<file path="src/rtl/alu_pkg.sv">
// Shared opcode, flag-index and FSM definitions for the sequential microcontroller ALU.
package alu_pkg;

  localparam logic [3:0] OP_ADD   = 4'd0;
  localparam logic [3:0] OP_SUB   = 4'd1;
  localparam logic [3:0] OP_ADC   = 4'd2;
  localparam logic [3:0] OP_SBB   = 4'd3;
  localparam logic [3:0] OP_AND   = 4'd4;
  localparam logic [3:0] OP_OR    = 4'd5;
  localparam logic [3:0] OP_XOR   = 4'd6;
  localparam logic [3:0] OP_NOT   = 4'd7;
  localparam logic [3:0] OP_SHL   = 4'd8;
  localparam logic [3:0] OP_SHR   = 4'd9;
  localparam logic [3:0] OP_SAR   = 4'd10;
  localparam logic [3:0] OP_INC   = 4'd11;
  localparam logic [3:0] OP_DEC   = 4'd12;
  localparam logic [3:0] OP_MUL   = 4'd13;
  localparam logic [3:0] OP_CMP   = 4'd14;
  localparam logic [3:0] OP_PASSB = 4'd15;

  localparam int unsigned FLAG_Z = 3;
  localparam int unsigned FLAG_C = 2;
  localparam int unsigned FLAG_S = 1;
  localparam int unsigned FLAG_O = 0;

  typedef enum logic [0:0] {
    StIdle,
    StMul
  } alu_state_e;

endpackage

</file>
<file path="src/rtl/alu_mul_seq.sv">
// Unsigned shift-add multiplier: one partial product per cycle for WIDTH cycles.
module alu_mul_seq #(
  parameter int unsigned WIDTH = 8
) (
  input  logic                 clk,
  input  logic                 rst,
  input  logic                 start,
  input  logic [WIDTH-1:0]     a,
  input  logic [WIDTH-1:0]     b,
  output logic                 done,
  output logic [2*WIDTH-1:0]   product
);

  localparam int unsigned CntW = $clog2(WIDTH);

  logic                 run_q;
  logic [CntW-1:0]      cnt_q;
  logic [2*WIDTH-1:0]   acc_q;
  logic [2*WIDTH-1:0]   mcand_q;
  logic [WIDTH-1:0]     mplier_q;
  logic [2*WIDTH-1:0]   acc_next;

  assign acc_next = mplier_q[0] ? (acc_q + mcand_q) : acc_q;
  // Final product is presented combinationally during the last iteration so the
  // caller can register it on the same edge the iteration completes.
  assign done    = run_q && (cnt_q == CntW'(WIDTH - 1));
  assign product = acc_next;

  always_ff @(posedge clk or posedge rst) begin
    if (rst) begin
      run_q    <= 1'b0;
      cnt_q    <= '0;
      acc_q    <= '0;
      mcand_q  <= '0;
      mplier_q <= '0;
    end else if (start) begin
      run_q    <= 1'b1;
      cnt_q    <= '0;
      acc_q    <= '0;
      mcand_q  <= {{WIDTH{1'b0}}, a};
      mplier_q <= b;
    end else if (run_q) begin
      acc_q    <= acc_next;
      mcand_q  <= mcand_q << 1;
      mplier_q <= mplier_q >> 1;
      cnt_q    <= cnt_q + 1'b1;
      if (done) begin
        run_q <= 1'b0;
      end
    end
  end

endmodule

</file>
<file path="src/rtl/alu_seq.sv">
// Registered ALU with valid/ready handshake, carry chaining and an optional
// multi-cycle multiply; result and ZCSO flags are held until the consumer drains them.
module alu_seq
  import alu_pkg::*;
#(
  parameter int unsigned WIDTH  = 8,
  parameter bit          MUL_EN = 1'b1
) (
  input  logic             clk,
  input  logic             rst,
  input  logic             in_valid,
  output logic             in_ready,
  input  logic [3:0]       mode,
  input  logic [WIDTH-1:0] op_a,
  input  logic [WIDTH-1:0] op_b,
  output logic             out_valid,
  input  logic             out_ready,
  output logic [WIDTH-1:0] result,
  output logic [3:0]       flags,
  output logic             busy
);

  localparam int unsigned Msb = WIDTH - 1;

  alu_state_e       state_q, state_d;
  logic [WIDTH-1:0] result_q, result_d;
  logic [3:0]       flags_q, flags_d;
  logic             out_valid_q, out_valid_d;
  logic             carry_q;

  logic             accept;
  logic             is_mul;
  logic             mul_start;
  logic             mul_done;
  logic [2*WIDTH-1:0] mul_product;

  // Shared adder/subtractor for the add/sub family, INC, DEC and CMP.
  logic [WIDTH-1:0] arith_b;
  logic             arith_cin;
  logic             arith_sub;
  logic [WIDTH:0]   cin_ext;
  logic [WIDTH:0]   arith_sum;
  logic [WIDTH-1:0] arith_res;
  logic             arith_ovf;

  logic [WIDTH-1:0] op_res;
  logic             op_c;
  logic             op_o;
  logic [WIDTH-1:0] flag_val;
  logic [3:0]       op_flags;

  logic [WIDTH-1:0] mul_lo;
  logic             mul_hi_nz;
  logic [3:0]       mul_flags;

  assign carry_q   = flags_q[FLAG_C];
  assign in_ready  = (state_q == StIdle) && (!out_valid_q || out_ready);
  assign accept    = in_valid && in_ready;
  assign is_mul    = MUL_EN && (mode == OP_MUL);
  assign out_valid = out_valid_q;
  assign result    = result_q;
  assign flags     = flags_q;
  assign busy      = (state_q == StMul);

  always_comb begin
    arith_b   = op_b;
    arith_cin = 1'b0;
    arith_sub = 1'b0;
    case (mode)
      OP_SUB, OP_CMP: arith_sub = 1'b1;
      OP_ADC:         arith_cin = carry_q;
      OP_SBB: begin
        arith_sub = 1'b1;
        arith_cin = carry_q;
      end
      OP_INC:         arith_b = WIDTH'(1);
      OP_DEC: begin
        arith_sub = 1'b1;
        arith_b   = WIDTH'(1);
      end
      default: ;
    endcase
  end

  assign cin_ext   = {{WIDTH{1'b0}}, arith_cin};
  // In WIDTH+1 bits, bit WIDTH is carry-out for adds and the borrow for subtracts.
  assign arith_sum = arith_sub ? ({1'b0, op_a} - {1'b0, arith_b} - cin_ext)
                               : ({1'b0, op_a} + {1'b0, arith_b} + cin_ext);
  assign arith_res = arith_sum[WIDTH-1:0];
  assign arith_ovf = arith_sub
      ? ((op_a[Msb] != arith_b[Msb]) && (arith_res[Msb] != op_a[Msb]))
      : ((op_a[Msb] == arith_b[Msb]) && (arith_res[Msb] != op_a[Msb]));

  always_comb begin
    op_res = arith_res;
    op_c   = arith_sum[WIDTH];
    op_o   = arith_ovf;
    case (mode)
      OP_AND: begin
        op_res = op_a & op_b;
        op_c   = 1'b0;
        op_o   = 1'b0;
      end
      OP_OR: begin
        op_res = op_a | op_b;
        op_c   = 1'b0;
        op_o   = 1'b0;
      end
      OP_XOR: begin
        op_res = op_a ^ op_b;
        op_c   = 1'b0;
        op_o   = 1'b0;
      end
      OP_NOT: begin
        op_res = ~op_a;
        op_c   = 1'b0;
        op_o   = 1'b0;
      end
      OP_SHL: begin
        op_res = {op_a[Msb-1:0], 1'b0};
        op_c   = op_a[Msb];
        op_o   = op_a[Msb] ^ op_a[Msb-1];
      end
      OP_SHR: begin
        op_res = {1'b0, op_a[Msb:1]};
        op_c   = op_a[0];
        op_o   = 1'b0;
      end
      OP_SAR: begin
        op_res = {op_a[Msb], op_a[Msb:1]};
        op_c   = op_a[0];
        op_o   = 1'b0;
      end
      OP_CMP:  op_res = op_a;
      // MUL only lands here when the multiplier is not built.
      OP_MUL, OP_PASSB: begin
        op_res = op_b;
        op_c   = 1'b0;
        op_o   = 1'b0;
      end
      default: ;
    endcase
  end

  assign flag_val = (mode == OP_CMP) ? arith_res : op_res;
  assign op_flags = {(flag_val == '0), op_c, flag_val[Msb], op_o};

  assign mul_lo    = mul_product[WIDTH-1:0];
  assign mul_hi_nz = |mul_product[2*WIDTH-1:WIDTH];
  assign mul_flags = {(mul_lo == '0), mul_hi_nz, mul_lo[Msb], mul_hi_nz};

  if (MUL_EN) begin : g_mul
    alu_mul_seq #(
      .WIDTH (WIDTH)
    ) u_mul (
      .clk     (clk),
      .rst     (rst),
      .start   (mul_start),
      .a       (op_a),
      .b       (op_b),
      .done    (mul_done),
      .product (mul_product)
    );
  end else begin : g_no_mul
    assign mul_done    = 1'b0;
    assign mul_product = '0;
  end

  always_comb begin
    state_d     = state_q;
    result_d    = result_q;
    flags_d     = flags_q;
    out_valid_d = out_valid_q && !out_ready;
    mul_start   = 1'b0;
    case (state_q)
      StIdle: begin
        if (accept) begin
          if (is_mul) begin
            state_d   = StMul;
            mul_start = 1'b1;
          end else begin
            result_d    = op_res;
            flags_d     = op_flags;
            out_valid_d = 1'b1;
          end
        end
      end
      StMul: begin
        if (mul_done) begin
          state_d     = StIdle;
          result_d    = mul_lo;
          flags_d     = mul_flags;
          out_valid_d = 1'b1;
        end
      end
      default: state_d = StIdle;
    endcase
  end

  always_ff @(posedge clk or posedge rst) begin
    if (rst) begin
      state_q     <= StIdle;
      result_q    <= '0;
      flags_q     <= '0;
      out_valid_q <= 1'b0;
    end else begin
      state_q     <= state_d;
      result_q    <= result_d;
      flags_q     <= flags_d;
      out_valid_q <= out_valid_d;
    end
  end

endmodule

</file>
<file path="config.mk">
export PLATFORM = sky130hd
export DESIGN_NAME = alu_seq
export DESIGN_NICKNAME = d
export VERILOG_FILES = /design/src/rtl/alu_pkg.sv /design/src/rtl/alu_mul_seq.sv /design/src/rtl/alu_seq.sv
export SDC_FILE = /design/constraint.sdc
export NUM_CORES = 1
export LEC_CHECK = 0
export CORE_AREA = 3 3 117 119
export CTS_BUF_LIST = sky130_fd_sc_hd__clkbuf_4 sky130_fd_sc_hd__clkbuf_8 sky130_fd_sc_hd__clkbuf_16
export DETAILED_ROUTE_END_ITERATION = 6
export DIE_AREA = 0 0 120 122
export GPL_TIMING_DRIVEN = 1
export PLACE_DENSITY = 0.65
export SYNTH_ARGS = -nofsm -noshare
export SYNTH_HDL_FRONTEND = slang
export SYNTH_SLANG_ARGS = --single-unit
export TNS_END_PERCENT = 50
</file>
<file path="constraint.sdc">
create_clock -name clk -period 3.5 [get_ports clk]
set_clock_uncertainty 0.05 [all_clocks]
set_input_delay 0.7 -clock clk [delete_from_list [all_inputs] [get_ports clk]]
set_output_delay 0.7 -clock clk [all_outputs]
set_load 0.02 [all_outputs]
</file>
==> results.md, run 1 <==
- Finished layout cell area: 7835 sq um
- Worst setup endpoint: flags[3]$_DFFE_PP0P_
- Post-Place Cell Area: 7129 sq um
- Placeable Area: 12,670 sq um
- Placed cells: 996
- Max Clock Freq: 278.3 MHz
- Initial core utilization: 0.4521
- P_leak: 3.420 nW
- Die extent in x: 120 um
- Post-route ant nets: 0
- Clk Tree Root Cell: clkbuf_16
- Register area share after synthesis: 0.2534
- Total Power: 5.473 mW
- First-pass GRT wire length: 30,990 um
- Most frequent cell after synthesis: nand2_1
- Area leader, netlist: dfrtp_1
- Clock Path Buffers: 2
- CTS tree: built
- Antenna diode count: 0
- Setup_tns: -0.1454 ns
- Syn Area/Cell: 8.011 sq um
- EDFF count, synth: 0
- Post-layout nets: 932
- WL final: 19,500 um
- Cells after Synth: 715
- Top cell type's share of synthesized area: 0.2534
- WL per Instance: 19.00 um
- Hold crit path type: flop to flop
- Rel. slew slack: 0.4550
- Async SR Flop Fraction: 1.000
- Initial DRC count: 479
- Io pins: 39
- Worst path required time: 3.72 ns
- Synthesized cell area: 5728 sq um
- Fin cells: 1,026
- Syn nets: 798
- Layout cells sized above 1: 0.2646
- Final setup margin: -0.09333 ns
- Vias in the first global route: 5,878
- RSZ-0062 raised after global routing: true
- Die ar.: 14,640 sq um
- Filler instances: 1,089
- CTS Hold Bufs: 0
- Largest net degree at the start of global routing: 58
- Grt total ovfl: 0
- Initial DRT Pass Iterations: 6
- Final hold viol count: 0
- Total of max-cap violations: 0
- Post-DP HPWL: 14,520 um
- DRC errors left: 0
- Gp weighted congestion: 0.9389
- FF-to-FF path depth: 11
- Synth top area cells: dfrtp_1 25%, ha_1 12%, mux2i_1 6.8%, nand2_1 4.9%, nor2_1 4.3%
- Worst slew pin tran: 0.8163 ns
- Clk_lat worst skew: 0.33 ns
- Routed vias: 6,021
- Clk slew on worst S/H paths: 0.05 ns
- Die H: 122 um
- Worst r2r src: g_mul.u_mul.mcand_q[0]$_DFFE_PP0P_
- Yosys warnings: 0
- Synth Register Bits: 58
- H-tree lvl count: 3
- CP startpoint kind: primary input
- TritonCTS Buffers: 9
- Reg2reg setup slack: 0.23 ns
- Worst setup EP type: flop
- Ys flop type: dfrtp_1
- GRT Total Usage: 0.2666
- Fin crit period: 3.593 ns
- Hold depth: 2
- Crit Path Category: primary input to flop
- Post-synth top cells: 75 x nand2_1, 66 x nor2_1, 58 x dfrtp_1
- PD cells: 698.5 nW/um^2
- Peak VDD IR: 0.5281 mV
- FP Rows: 41
- Failing checks: negative setup slack
- Post-synth cell types: 69
- CTS sink count: 58
- Setup crit start: mode[0]
- Fin. max-slew vios: 0
- Run status: finished, violations left
- Final setup fails: 3
- Final worst-path cycle share: 1.027
- Initial antenna violation count: 0
- R2R Path End: flags[0]$_DFFE_PP0P_
- Port Buffers: 38
- Area added between synthesis and finish: 36.78%
- Vias/cell: 5.868
- WHS: 0.4331 ns
- WP data arrival: 3.81 ns
- Critical path fanouts, max: 4
per-stage QoR:
stage | setup slack [ns] | util
3_5_place_dp | -0.9910 | 0.5627
4_1_cts | -0.1188 | 0.6039
5_1_grt | -0.2456 | 0.6183
2_1_floorplan | -0.2742 | -
6_report | -0.09333 | 0.6183
3_3_place_gp | -0.8288 | 0.5627
cell families (layout without fill, tap and decap cells):
| kind of cell | after synthesis | after routing | share of synthesized area |
|---|---|---|---|
| compound gates | 213 | 213 | 0.2442 |
| xor+xnor | 18 | 18 | 0.02752 |
| flops | 58 | 58 | 0.2534 |
| buf+inv | 86 | 225 | 0.06051 |
| simple gates | 234 | 234 | 0.1951 |
| mux | 47 | 47 | 0.08388 |
| fa+ha+maj | 59 | 59 | 0.1354 |
placed cells by master (no fill, tap or decap), types with 5 or more instances in the layout:
cell               n
a21oi_2            7
nand3_1           10
nor2_1            64
clkbuf_16          9
clkdlybuf4s50_1   33
xor2_1             6
o21ai_0           44
ha_1              46
mux2_2             7
inv_2             10
nand2_1           71
nor3_1            15
a21o_1            10
nand2b_1          11
a211oi_1          12
dfrtp_1           57
a221oi_1           5
buf_4            120
inv_1             37
ha_4               6
and2_1             7
o211ai_1           5
a21oi_1           39
mux2i_1           39
o21ai_1           10
o22ai_1            9
nor2b_1           12
xnor2_1            9
layout make-up:
type	count	area (sq um)	share of cell area
clock buffer	10	232.7	0.02970
clock inverter	6	57.56	0.007346
inverter	47	176.4	0.02252
multi-input combinational	571	4355	0.5559
sequential	58	1453	0.1854
tap	172	215.2	0.02747
timing repair buffer	162	1345	0.1717
critical path, stage by stage:
cell and delay [ns]:
buf_8 0.10, buf_6 0.11, nor2_4 0.09, nand2_2 0.08
o21ai_4 0.11, nand2_2 0.12, nand2_4 0.09, fa_2 0.21
inv_2 0.04, fa_2 0.33, o21bai_1 0.21, a21oi_2 0.13
buf_4 0.16, o311ai_2 0.21, o211ai_1 0.16, or4_1 0.51
a221oi_2 0.28, o31a_1 0.16
registers in the layout, indices dropped and copies added (netlist names):
name                  cells
flags                     4
busy                      1
result                    8
out_valid                 1
g_mul.u_mul.run_q         1
g_mul.u_mul.mplier_q      8
g_mul.u_mul.cnt_q         3
g_mul.u_mul.mcand_q      16
g_mul.u_mul.acc_q        16
where the power goes:
part	switching, mW	total, mW	internal (mW)
sequential	0.267	1.25	0.984
combinational	1.88	3.35	1.47
clock	0.320	0.873	0.553
total	2.47	5.47	3.00
routing by layer:
| layer | routed length (um) | GRT usage |
|---|---|---|
| met1 | 9013 | 0.3803 |
| met2 | 8688 | 0.4173 |
| met3 | 1200 | 0.04364 |
| met4 | 594 | 0.07659 |
| met5 | 0 | 0 |
worst min path at each step:
stage                                                to  slack (ns)                           startpoint
floorplan           g_mul.u_mul.mcand_q[15]$_DFFE_PP0P_        0.44  g_mul.u_mul.mcand_q[15]$_DFFE_PP0P_
global placement                  result[4]$_DFFE_PP0P_        0.42                result[4]$_DFFE_PP0P_
detailed placement                result[1]$_DFFE_PP0P_        0.42                result[1]$_DFFE_PP0P_
CTS                               result[1]$_DFFE_PP0P_        0.44                result[1]$_DFFE_PP0P_
global route                      result[5]$_DFFE_PP0P_        0.48                result[5]$_DFFE_PP0P_
finish                            result[1]$_DFFE_PP0P_        0.43                result[1]$_DFFE_PP0P_
repair_timing:
item                       CTS  global route
pin swaps                   23            25
buffers inserted             8             7
resized for setup           48            22
setup endpoints to repair   12             9
Power figures use the tool's default switching activity.
==> run 2: changes to the inputs <==
HOLD_SLACK_MARGIN = 0.12   (was not set)
==> results of run 2 <==
Same layout as run 1: the final DEF is identical, and so are final timing and power.
==> run 3: changes to the inputs <==
CORE_AREA = 3 3 118 120   (was 3 3 117 119)
DIE_AREA = 0 0 121 123   (was 0 0 120 122)
SYNTH_HIERARCHICAL = 1   (was not set)
==> run 3 against run 2 <==
  * The run now ends clean
  * Largest power group unchanged
  * Power shrank 0.87%
  * Sequential power is essentially flat
  * Critical path type unchanged
  * Critical path depth shrank 6
  * Design area shrank 2.7%
  * Worst setup slack gained 0.19 ns
  * Global-route usage shrank 2.1 points
  * Maximum frequency grew 5.5%
  * Clock-buffer cell count is the same
  * Combinational power shrank 3%
  * Routed wire length shrank 6.5%
==> results.md, run 3 <==
- Register area share after synthesis: 0.2489 (-0.004512)
- CTS tree: built
- Placed cells: 981 (-1.5%)
- Crit Path Category: primary input to flop
- Area leader, netlist: dfrtp_1
- Clk slew on worst S/H paths: 0.06 ns (about the same)
- Synth top area cells: dfrtp_1 25%, ha_1 12%, mux2i_1 6.0%, nand2_1 4.0%, nor2_1 3.7%
- Hold crit path type: flop to flop
- Clk Tree Root Cell: clkbuf_16
- Post-DP HPWL: 14,190 um (-2.3%)
- Largest registers: g_mul.u_mul/acc_q (16), g_mul.u_mul/mcand_q (16)
- WL final: 18,230 um (-6.5%)
- Yosys warnings: 6 (+6)
- Post-layout nets: 906 (-2.8%)
- Net Switching: 2.345 mW (-5.0%)
- Gp weighted congestion: 0.9964 (+6.1%)
- Initial DRT Pass Iterations: 7 (+1)
- Clock Path Buffers: 2 (unchanged)
- Vias/cell: 5.839 (-0.51%)
- Antenna diode count: 0 (unchanged)
- Final setup fails: 0 (-3)
- Post-Place Cell Area: 7134 sq um (about the same)
- Critical path fanouts, max: 2 (-2)
- FF-to-FF path depth: 13 (+2)
- Fin cells: 1,004 (-2.1%)
- Die ar.: 14,880 sq um (+1.7%)
- Initial antenna violation count: 0 (unchanged)
- H-tree lvl count: 3 (unchanged)
- Rel. slew slack: 0.2702 (-0.1848)
- Fin. max-slew vios: 0 (unchanged)
- TritonCTS Buffers: 9 (unchanged)
- Final hold viol count: 0 (unchanged)
- Clk network pwr share: 0.177 (+0.017)
- RSZ-0062 raised after global routing: true
- Total of max-cap violations: 0 (unchanged)
- Post-route ant nets: 0 (unchanged)
- Sw frac: 0.4322 (-0.01879)
- Io pins: 39 (unchanged)
- Worst path required time: 3.71 ns (about the same)
- CP startpoint kind: primary input
- EDFF count, synth: 0 (unchanged)
- FP Rows: 42 (+2.4%)
- Die H: 123 um (+0.82%)
- Synth Register Bits: 58 (unchanged)
- Cells after Synth: 702 (-1.8%)
- Routed vias: 5,862 (-2.6%)
- Commonest non-fill, non-tap cells in the layout: 109 x buf_4, 58 x nand2_1, 58 x dfrtp_1, 57 x nor2_1, 48 x ha_1
- Reg power frac: 0.224 (-0.005)
- Gate power share: 0.599 (-0.013)
- Port Buffers: 38 (unchanged)
- WP data arrival: 3.61 ns (-0.20 ns)
- Grt total ovfl: 0 (unchanged)
- P_leak: 3.469 nW (+1.4%)
- Dpl ws: -0.7360 ns (+0.2550 ns)
- First-pass GRT wire length: 28,920 um (-6.7%)
- Syn Area/Cell: 8.307 sq um (+3.7%)
- Most common cell after layout, fill and taps aside: buf_4
- Post-synth top cells: 62 x nand2_1, 58 x dfrtp_1, 58 x nor2_1
- PD cells: 711.8 nW/um^2 (+1.9%)
- Final worst-path cycle share: 0.9728 (-0.05390)
- Initial DRC count: 600 (+25%)
- Die extent in x: 121 um (+0.83%)
- Initial core utilization: 0.4457 (-0.006371)
- Most frequent cell after synthesis: nand2_1
- Post-synth cell types: 86 (+25%)
- Syn nets: 785 (-1.6%)
- Fin crit period: 3.405 ns (-0.1887 ns)
- Final setup margin: 0.09532 ns (+0.1887 ns)
- Run status: complete, no violations
- CTS sink count: 58 (unchanged)
- Layout cells sized above 1: 0.2222 (-0.04241)
- Vias in the first global route: 5,804 (-1.3%)
- Worst slew pin tran: 1.088 ns (+0.2717 ns)
- Placeable Area: 13,090 sq um (+3.3%)
- Hold depth: 2 (unchanged)
- Largest net degree at the start of global routing: 57 (-1.7%)
- DRC errors left: 0 (unchanged)
- Async SR Flop Fraction: 1.000 (unchanged)
- Ys flop type: dfrtp_1
- Area added between synthesis and finish: 30.70%
- Finished layout cell area: 7622 sq um (-2.7%)
- CTS Hold Bufs: 0 (unchanged)
- Worst setup EP type: flop
- Clk_lat worst skew: 0.33 ns (about the same)
- WL per Instance: 18.15 um (-4.5%)
- Pint: 3.081 mW (+2.5%)
- Max Clock Freq: 293.7 MHz (+5.5%)
- Peak VDD IR: 0.3097 mV (-41%)
- Synthesized cell area: 5832 sq um (+1.8%)
- Top cell type's share of synthesized area: 0.2489 (-0.004512)
- GRT Total Usage: 0.2455 (-0.02114)
- WHS: 0.4378 ns (+0.004704 ns)
==> run 3: path summary, 6_finish.rpt <==
kind,from,end,slack [ns]
hold reg to reg,result[2]$_DFFE_PP0P_,result[2]$_DFFE_PP0P_,0.44
setup reg to reg,g_mul.u_mul/mcand_q[0]$_DFFE_PP0P_,flags[0]$_DFFE_PP0P_,0.20
min in group asynchronous,rst,result[4]$_DFFE_PP0P_,0.71
setup / recovery,op_a[3],flags[0]$_DFFE_PP0P_,0.1
hold / removal,result[2]$_DFFE_PP0P_,result[2]$_DFFE_PP0P_,0.44
max in group asynchronous,rst,g_mul.u_mul/mcand_q[11]$_DFFE_PP0P_,1.90
==> run 3: final cells by class <==
| cell class | count | area, sq um |
|---|---|---|
| clock buffers | 10 | 239.0 |
| clock inverters | 6 | 88.84 |
| fillers | 1156 | 5463 |
| inverters | 46 | 175.2 |
| multi-input cells | 559 | 4203 |
| flip-flops and latches | 58 | 1451 |
| well taps | 176 | 220.2 |
| repair buffers | 149 | 1245 |
==> run 3: power groups by stage <==
stage / sequential [mW] / combinational (mW) / clock (mW)
after floorplan: 1.21 / 2.23 / 0
after global placement: 1.22 / 3.06 / 0
after detailed placement: 1.23 / 3.13 / 0
after CTS: 1.22 / 3.15 / 0.977
after global routing: 1.26 / 3.55 / 1.00
final: 1.22 / 3.25 / 0.958
==> run 3: stage by stage <==
step,power (mW),setup TNS [ns],utilization
floorplan,3.449,-0.9182,-
global placement,4.275,-5.360,0.5452
detailed placement,4.358,-6.167,0.5452
CTS,5.347,0,0.5709
global route,5.811,-0.01223,0.5825
finish,5.425,0,0.5825
==> run 3: logic make-up (layout without fill, tap and decap cells) <==
group | count (synthesis) | after routing | synth area share
adders and majority gates | 59 | 59 | 0.1330
buffers and inverters | 85 | 211 | 0.06114
xor gates and xnor gates | 20 | 20 | 0.03004
muxes | 42 | 42 | 0.07616
and+or+nand+nor | 225 | 225 | 0.1909
DFF | 58 | 58 | 0.2489
AOI/OAI and AO/OA | 213 | 213 | 0.2598
==> run 3: worst max-delay path: stages <==
cell and delay (ns):
clkdlybuf4s50_1 0.50, inv_2 0.07, ha_4 0.26, inv_1 0.04
ha_2 0.17, or4b_4 0.49, o22a_1 0.23, o311a_1 0.39
o31ai_2 0.28, mux2i_1 0.11, o31a_1 0.30, o21ai_1 0.07
==> run 3: what timing repair did <==
action | CTS | global route
setup buffers | 1 | 6
resized for setup | 8 | 43
pin swaps | 1 | 17
setup endpoints to repair | 10 | 8
==> run 3: metal layers <==
| layer | share of wire | track usage |
|---|---|---|
| met1 | 0.41 | 0.2904 |
| met2 | 0.51 | 0.4439 |
| met3 | 0.038 | 0.02470 |
| met4 | 0.039 | 0.1218 |
| met5 | 0 | 0 |
